$ cat src/rtl/uart_cmd_ctrl.sv
// UART command controller: parses write/read/ALU frames into register-file and ALU strobes
// and pushes response bytes to the TX FIFO. Define CMD_TIMEOUT_EN to enable the inter-byte timeout.
module uart_cmd_ctrl #(
  parameter int Data_width     = 8,
  parameter int Address_width  = 4,
  parameter int TIMEOUT_CYCLES = 65535
) (
  input  logic                     Ref_clk,
  input  logic                     RST,
  input  logic [Data_width-1:0]    RX_P_DATA,
  input  logic                     RX_D_VLD,
  input  logic                     parity_error,
  input  logic                     framing_error,
  output logic [Address_width-1:0] Address,
  output logic [Data_width-1:0]    WrData,
  output logic                     WrEn,
  output logic                     RdEn,
  input  logic [Data_width-1:0]    RdData,
  input  logic                     RdData_Valid,
  output logic                     ALU_EN,
  output logic [3:0]               ALU_FUN,
  input  logic [2*Data_width-1:0]  ALU_OUT,
  input  logic                     OUT_Valid,
  output logic [Data_width-1:0]    TX_P_DATA,
  output logic                     TX_D_VLD,
  input  logic                     FIFO_FULL,
  output logic                     busy
);

  localparam logic [Data_width-1:0] OP_WR      = Data_width'(8'hAA);
  localparam logic [Data_width-1:0] OP_RD      = Data_width'(8'hBB);
  localparam logic [Data_width-1:0] OP_ALU     = Data_width'(8'hCC);
  localparam logic [Data_width-1:0] OP_ALU_NOP = Data_width'(8'hDD);

  typedef enum logic [3:0] {
    ST_IDLE, ST_WR_ADDR, ST_WR_DATA, ST_RD_ADDR, ST_RD_WAIT, ST_ALU_A,
    ST_ALU_B, ST_ALU_FUN, ST_ALU_WAIT, ST_TX_RD, ST_TX_LO, ST_TX_HI
  } state_e;

  state_e state_q, state_d;

  logic [Address_width-1:0] addr_q, addr_d;
  logic [Data_width-1:0]    wrdata_q, wrdata_d;
  logic                     wren_q, wren_d;
  logic                     rden_q, rden_d;
  logic                     aluen_q, aluen_d;
  logic [3:0]               alufun_q, alufun_d;
  logic [Data_width-1:0]    rdbyte_q, rdbyte_d;
  logic [2*Data_width-1:0]  aluout_q, aluout_d;
  logic [Data_width-1:0]    tx_data;
  logic                     tx_vld;

  logic rx_ok, rx_err, collecting, counted, tmo_hit;

  assign rx_ok  = RX_D_VLD && !parity_error && !framing_error;
  assign rx_err = RX_D_VLD && (parity_error || framing_error);

  // Collect states accept RX bytes; everything else drops them and reports busy.
  assign collecting = (state_q == ST_IDLE)    || (state_q == ST_WR_ADDR) ||
                      (state_q == ST_WR_DATA) || (state_q == ST_RD_ADDR) ||
                      (state_q == ST_ALU_A)   || (state_q == ST_ALU_B)   ||
                      (state_q == ST_ALU_FUN);
  assign counted    = collecting && (state_q != ST_IDLE);

`ifdef CMD_TIMEOUT_EN
  localparam int TMO_W = $clog2(TIMEOUT_CYCLES + 1);
  logic [TMO_W-1:0] tmo_cnt_q, tmo_cnt_d;

  assign tmo_hit = counted && (tmo_cnt_q == TMO_W'(TIMEOUT_CYCLES));

  always_comb begin
    tmo_cnt_d = '0;
    if (counted && !rx_ok && !tmo_hit) tmo_cnt_d = tmo_cnt_q + TMO_W'(1);
  end

  always_ff @(posedge Ref_clk) begin
    if (RST) tmo_cnt_q <= '0;
    else     tmo_cnt_q <= tmo_cnt_d;
  end
`else
  // No timeout in this build; the expression is constant false for any legal parameter.
  assign tmo_hit = (TIMEOUT_CYCLES < 0);
`endif

  always_ff @(posedge Ref_clk) begin
    if (RST) state_q <= ST_IDLE;
    else     state_q <= state_d;
  end

  always_comb begin
    state_d = state_q;
    case (state_q)
      ST_IDLE: begin
        if (rx_ok) begin
          if (RX_P_DATA == OP_WR)           state_d = ST_WR_ADDR;
          else if (RX_P_DATA == OP_RD)      state_d = ST_RD_ADDR;
          else if (RX_P_DATA == OP_ALU)     state_d = ST_ALU_A;
          else if (RX_P_DATA == OP_ALU_NOP) state_d = ST_ALU_FUN;
        end
      end
      ST_WR_ADDR:  if (rx_ok) state_d = ST_WR_DATA;
      ST_WR_DATA:  if (rx_ok) state_d = ST_IDLE;
      ST_RD_ADDR:  if (rx_ok) state_d = ST_RD_WAIT;
      ST_RD_WAIT:  if (RdData_Valid) state_d = ST_TX_RD;
      ST_ALU_A:    if (rx_ok) state_d = ST_ALU_B;
      ST_ALU_B:    if (rx_ok) state_d = ST_ALU_FUN;
      ST_ALU_FUN:  if (rx_ok) state_d = ST_ALU_WAIT;
      ST_ALU_WAIT: if (OUT_Valid) state_d = ST_TX_LO;
      ST_TX_RD:    if (!FIFO_FULL) state_d = ST_IDLE;
      ST_TX_LO:    if (!FIFO_FULL) state_d = ST_TX_HI;
      ST_TX_HI:    if (!FIFO_FULL) state_d = ST_IDLE;
      default:     state_d = ST_IDLE;
    endcase
    if (counted && !rx_ok && (rx_err || tmo_hit)) state_d = ST_IDLE;
  end

  always_comb begin
    addr_d   = addr_q;
    wrdata_d = wrdata_q;
    alufun_d = alufun_q;
    rdbyte_d = rdbyte_q;
    aluout_d = aluout_q;
    wren_d   = 1'b0;
    rden_d   = 1'b0;
    aluen_d  = 1'b0;
    tx_data  = '0;
    tx_vld   = 1'b0;
    case (state_q)
      ST_WR_ADDR: if (rx_ok) addr_d = RX_P_DATA[Address_width-1:0];
      ST_WR_DATA: begin
        if (rx_ok) begin
          wrdata_d = RX_P_DATA;
          wren_d   = 1'b1;
        end
      end
      ST_RD_ADDR: begin
        if (rx_ok) begin
          addr_d = RX_P_DATA[Address_width-1:0];
          rden_d = 1'b1;
        end
      end
      ST_RD_WAIT: if (RdData_Valid) rdbyte_d = RdData;
      ST_ALU_A: begin
        if (rx_ok) begin
          addr_d   = '0;
          wrdata_d = RX_P_DATA;
          wren_d   = 1'b1;
        end
      end
      ST_ALU_B: begin
        if (rx_ok) begin
          addr_d   = Address_width'(1);
          wrdata_d = RX_P_DATA;
          wren_d   = 1'b1;
        end
      end
      ST_ALU_FUN: begin
        if (rx_ok) begin
          alufun_d = RX_P_DATA[3:0];
          aluen_d  = 1'b1;
        end
      end
      ST_ALU_WAIT: if (OUT_Valid) aluout_d = ALU_OUT;
      ST_TX_RD: begin
        tx_data = rdbyte_q;
        tx_vld  = !FIFO_FULL;
      end
      ST_TX_LO: begin
        tx_data = aluout_q[Data_width-1:0];
        tx_vld  = !FIFO_FULL;
      end
      ST_TX_HI: begin
        tx_data = aluout_q[2*Data_width-1:Data_width];
        tx_vld  = !FIFO_FULL;
      end
      default: ;
    endcase
  end

  always_ff @(posedge Ref_clk) begin
    if (RST) begin
      addr_q   <= '0;
      wrdata_q <= '0;
      wren_q   <= 1'b0;
      rden_q   <= 1'b0;
      aluen_q  <= 1'b0;
      alufun_q <= '0;
      rdbyte_q <= '0;
      aluout_q <= '0;
    end else begin
      addr_q   <= addr_d;
      wrdata_q <= wrdata_d;
      wren_q   <= wren_d;
      rden_q   <= rden_d;
      aluen_q  <= aluen_d;
      alufun_q <= alufun_d;
      rdbyte_q <= rdbyte_d;
      aluout_q <= aluout_d;
    end
  end

  assign Address   = addr_q;
  assign WrData    = wrdata_q;
  assign WrEn      = wren_q;
  assign RdEn      = rden_q;
  assign ALU_EN    = aluen_q;
  assign ALU_FUN   = alufun_q;
  assign TX_P_DATA = tx_data;
  assign TX_D_VLD  = tx_vld;
  assign busy      = !collecting;

endmodule

$ cat config.mk
export PLATFORM = sky130hd
export DESIGN_NAME = uart_cmd_ctrl
export DESIGN_NICKNAME = d
export VERILOG_FILES = /design/src/rtl/uart_cmd_ctrl.sv
export SDC_FILE = /design/constraint.sdc
export NUM_CORES = 1
export LEC_CHECK = 0
export ABC_AREA = 1
export CAP_MARGIN = 25
export CORE_MARGIN = 2
export CORE_UTILIZATION = 49
export DETAILED_ROUTE_END_ITERATION = 12
export GPL_TIMING_DRIVEN = 1
export PLACE_DENSITY = 0.86
export SETUP_SLACK_MARGIN = 0.05
export SLEW_MARGIN = 20
export SYNTH_ARGS = -nofsm -noshare
export SYNTH_HDL_FRONTEND = slang
export SYNTH_SLANG_ARGS = --single-unit
$ cat constraint.sdc
create_clock -name Ref_clk -period 4.2 [get_ports Ref_clk]
set_input_delay 1.05 -clock Ref_clk [delete_from_list [all_inputs] [get_ports Ref_clk]]
set_output_delay 1.05 -clock Ref_clk [all_outputs]
set_load 0.01 [all_outputs]
==> results.ini <==
[finish]
antenna-diode-count=0
drive_gt1_share_pct=8.815
nets=402
area_growth_pct=38.75
nFillCells=359

[clock_network]
cts_htree_levels=2
post_cts_buffers=0
cts_buffers=5
clkSinkCount=47
cts_root_buffer=clkbuf_8
cts_hold_buf=0
clock_latency_ns=0.30
clk_path_buf_depth=2
cts_tree=done
cts_resized=0
clk_pin_slew_ns=0.09

[logic_synthesis]
netlist_area_sq_um=2147
synth.area.top_cells=dfxtp_1 44%, a21oi_1 8.6%, o21ai_0 7.9%
syn_area_per_cell_sq_um=7.278
synthFlopType=dfxtp_1
synth.net_count=335
synth_top_area_cell=dfxtp_1
synth-seq-cells=47
yosys_warnings=0
synth-edff-count=0
synth_top_area_share_pct=43.82
yosys-top-cells-count=47 x dfxtp_1, 44 x nand2_1, 38 x inv_1
synth_cells=295
synth_cell_types=29
synthArstFlopShare_pct=0
synth.most_common_cell=dfxtp_1
yosysSeqAreaShare_pct=43.82

[pwr]
pwr-share-comb_pct=8.2
finalPower_uw=871.9
pwr-share-seq_pct=51.4
p_sw_share_pct=21.63
p_sw_uw=188.6
p_clk_share_pct=40.4
p_int_uw=683.3
peakVddDrop_v=0.0002490
p_leak_uw=0.001141
power_density_nw_per_um2=292.7

[detailed_routing]
drtIter0Drc=141
postRouteAntennaNets=0
drc=0
vias=2135
drt_pass1_iterations=5
routedWlPerCell_um=13.07
routed_wirelength_mm=5.425
vias_per_cell=5.145

[placed_design]
dp_hpwl_mm=3.885
io_buffers=68
gp_congestion=0.8551

[timing]
drv_slew=0
finalSetupTns_ns=0
min_period_ns=3.280
clock.fmax_mhz=304.8
rsz0062_at_grt=false
setup_viol_count_final=0
finClkSkew_ns=0.009156
fin_crit_sh_pct=78.10
worstMarginPinSlew_ns=0.9048
max_slew_margin_pct=39.61
hold_viol_final=0

[global_routing]
antenna_found_initial=0
grt_pass1_wl_mm=9.197
grt_pass1_vias=2040
overflow=0
grt_start_max_net_pins=38
grt_usage_pct=23.11

[floorplanning]
num_io_pins=69
rows=24
die_area_sq_um=4927
initial_core_util_pct=50.00
die_width_um=70.20
die_h_um=70.20
core_area_sq_um=4294

[worst_hold_path]
hp-class=flop to flop

[worst_setup_path]
cp_max_fo=8
cp_data_required_time_ns=3.15
crit_type=flop to output pin
arrival_ns=2.23
endpoint_kind=output pin
crit_path_start_kind=flop

[flow_run]
drv_cap=0

[status]
status=completed

-- cell type report --
class / instances / area, sq um / share of cell area (%)
Multi-Input combinational cell: 195 / 993.5 / 33.35
Timing Repair Buffer: 69 / 691.9 / 23.23
Clock buffer: 6 / 82.58 / 2.772
Sequential cell: 47 / 940.9 / 31.58
Clock inverter: 2 / 38.79 / 1.302
Tap cell: 52 / 65.06 / 2.184
Inverter: 44 / 166.4 / 5.586
-- kinds of logic after synthesis --
kind of cell	count (synthesis)	share of synthesized area (%)
compound gates	86	22.73
buf+inv	53	9.907
flops	47	43.82
simple gates	109	23.54
-- state kept, by name, summed over array words and instances, names as in the netlist --
register	cells
rdbyte_q	8
Address	4
WrData	8
WrEn	1
ALU_FUN	4
RdEn	1
aluout_q	16
state_q	4
ALU_EN	1
-- metal layers --
layer  GRT usage, %  vias up  wire length [um]
met1          29.34      946              2396
met5              0        -                 0
li1               -     1103                 -
met2          37.04       76              2522
met4          9.402        0               110
met3          6.494       10               395
-- worst max-delay path, cell delays in order (launching register included) --
cell and delay, ns:
dfxtp_1 0.54, inv_1 0.14, nor2_1 0.17, nand2_1 0.25
o221ai_1 0.26, clkdlybuf4s50_1 0.57
-- power groups by stage --
| stage | Clock, uW | Combinational (uW) | Sequential, uW |
|---|---|---|---|
| floorplan | 0 | 24.7 | 458 |
| global placement | 0 | 70.7 | 458 |
| detailed placement | 0 | 70.8 | 458 |
| global route | 371 | 79.2 | 448 |
| CTS | 357 | 71.4 | 448 |
| finish | 352 | 71.7 | 448 |
-- cells in the final DEF, fill, tap and decap left out, types with 2 or more instances in the layout --
cell | synthesis | final
a21oi_1 | 37 | 37
a21oi_2 | 2 | 2
clkbuf_8 | 0 | 6
clkdlybuf4s50_1 | 0 | 68
dfxtp_1 | 47 | 47
inv_1 | 38 | 38
inv_2 | 5 | 5
nand2_1 | 44 | 44
nand2_2 | 2 | 2
nand3_1 | 14 | 14
nand3_2 | 2 | 2
nand4_1 | 2 | 2
nor2_1 | 33 | 33
nor2_2 | 4 | 4
nor2_4 | 3 | 3
nor3_1 | 3 | 3
o21ai_0 | 34 | 34
o221ai_1 | 8 | 8
-- path summary, 6_finish.rpt --
| kind | from | end | slack, ns | depth (start not counted) |
|---|---|---|---|---|
| setup / recovery | state_q[0] | TX_P_DATA[5] | 0.92 | 5 |
| hold / removal | aluout_q[2] | aluout_q[2] | 0.45 | 2 |
| setup reg to reg | state_q[0] | WrData[5] | 2.44 | 7 |
| hold reg to reg | aluout_q[2] | aluout_q[2] | 0.45 | 2 |
-- through the flow --
step / hold slack [ns] / instances / instance area (sq um) / setup WS [ns] / util [%]
floorplan: 0.4237 / 295 / 2147 / 1.799 / -
global placement: 0.4350 / 406 / 2846 / 0.9499 / 66.29
detailed placement: 0.4384 / 406 / 2846 / 0.9255 / 66.29
CTS: 0.4519 / 414 / 2968 / 0.9150 / 69.11
global route: 0.4712 / 415 / 2979 / 0.7224 / 69.38
finish: 0.4542 / 415 / 2979 / 0.9197 / 69.38
Power figures use the tool's default switching activity.
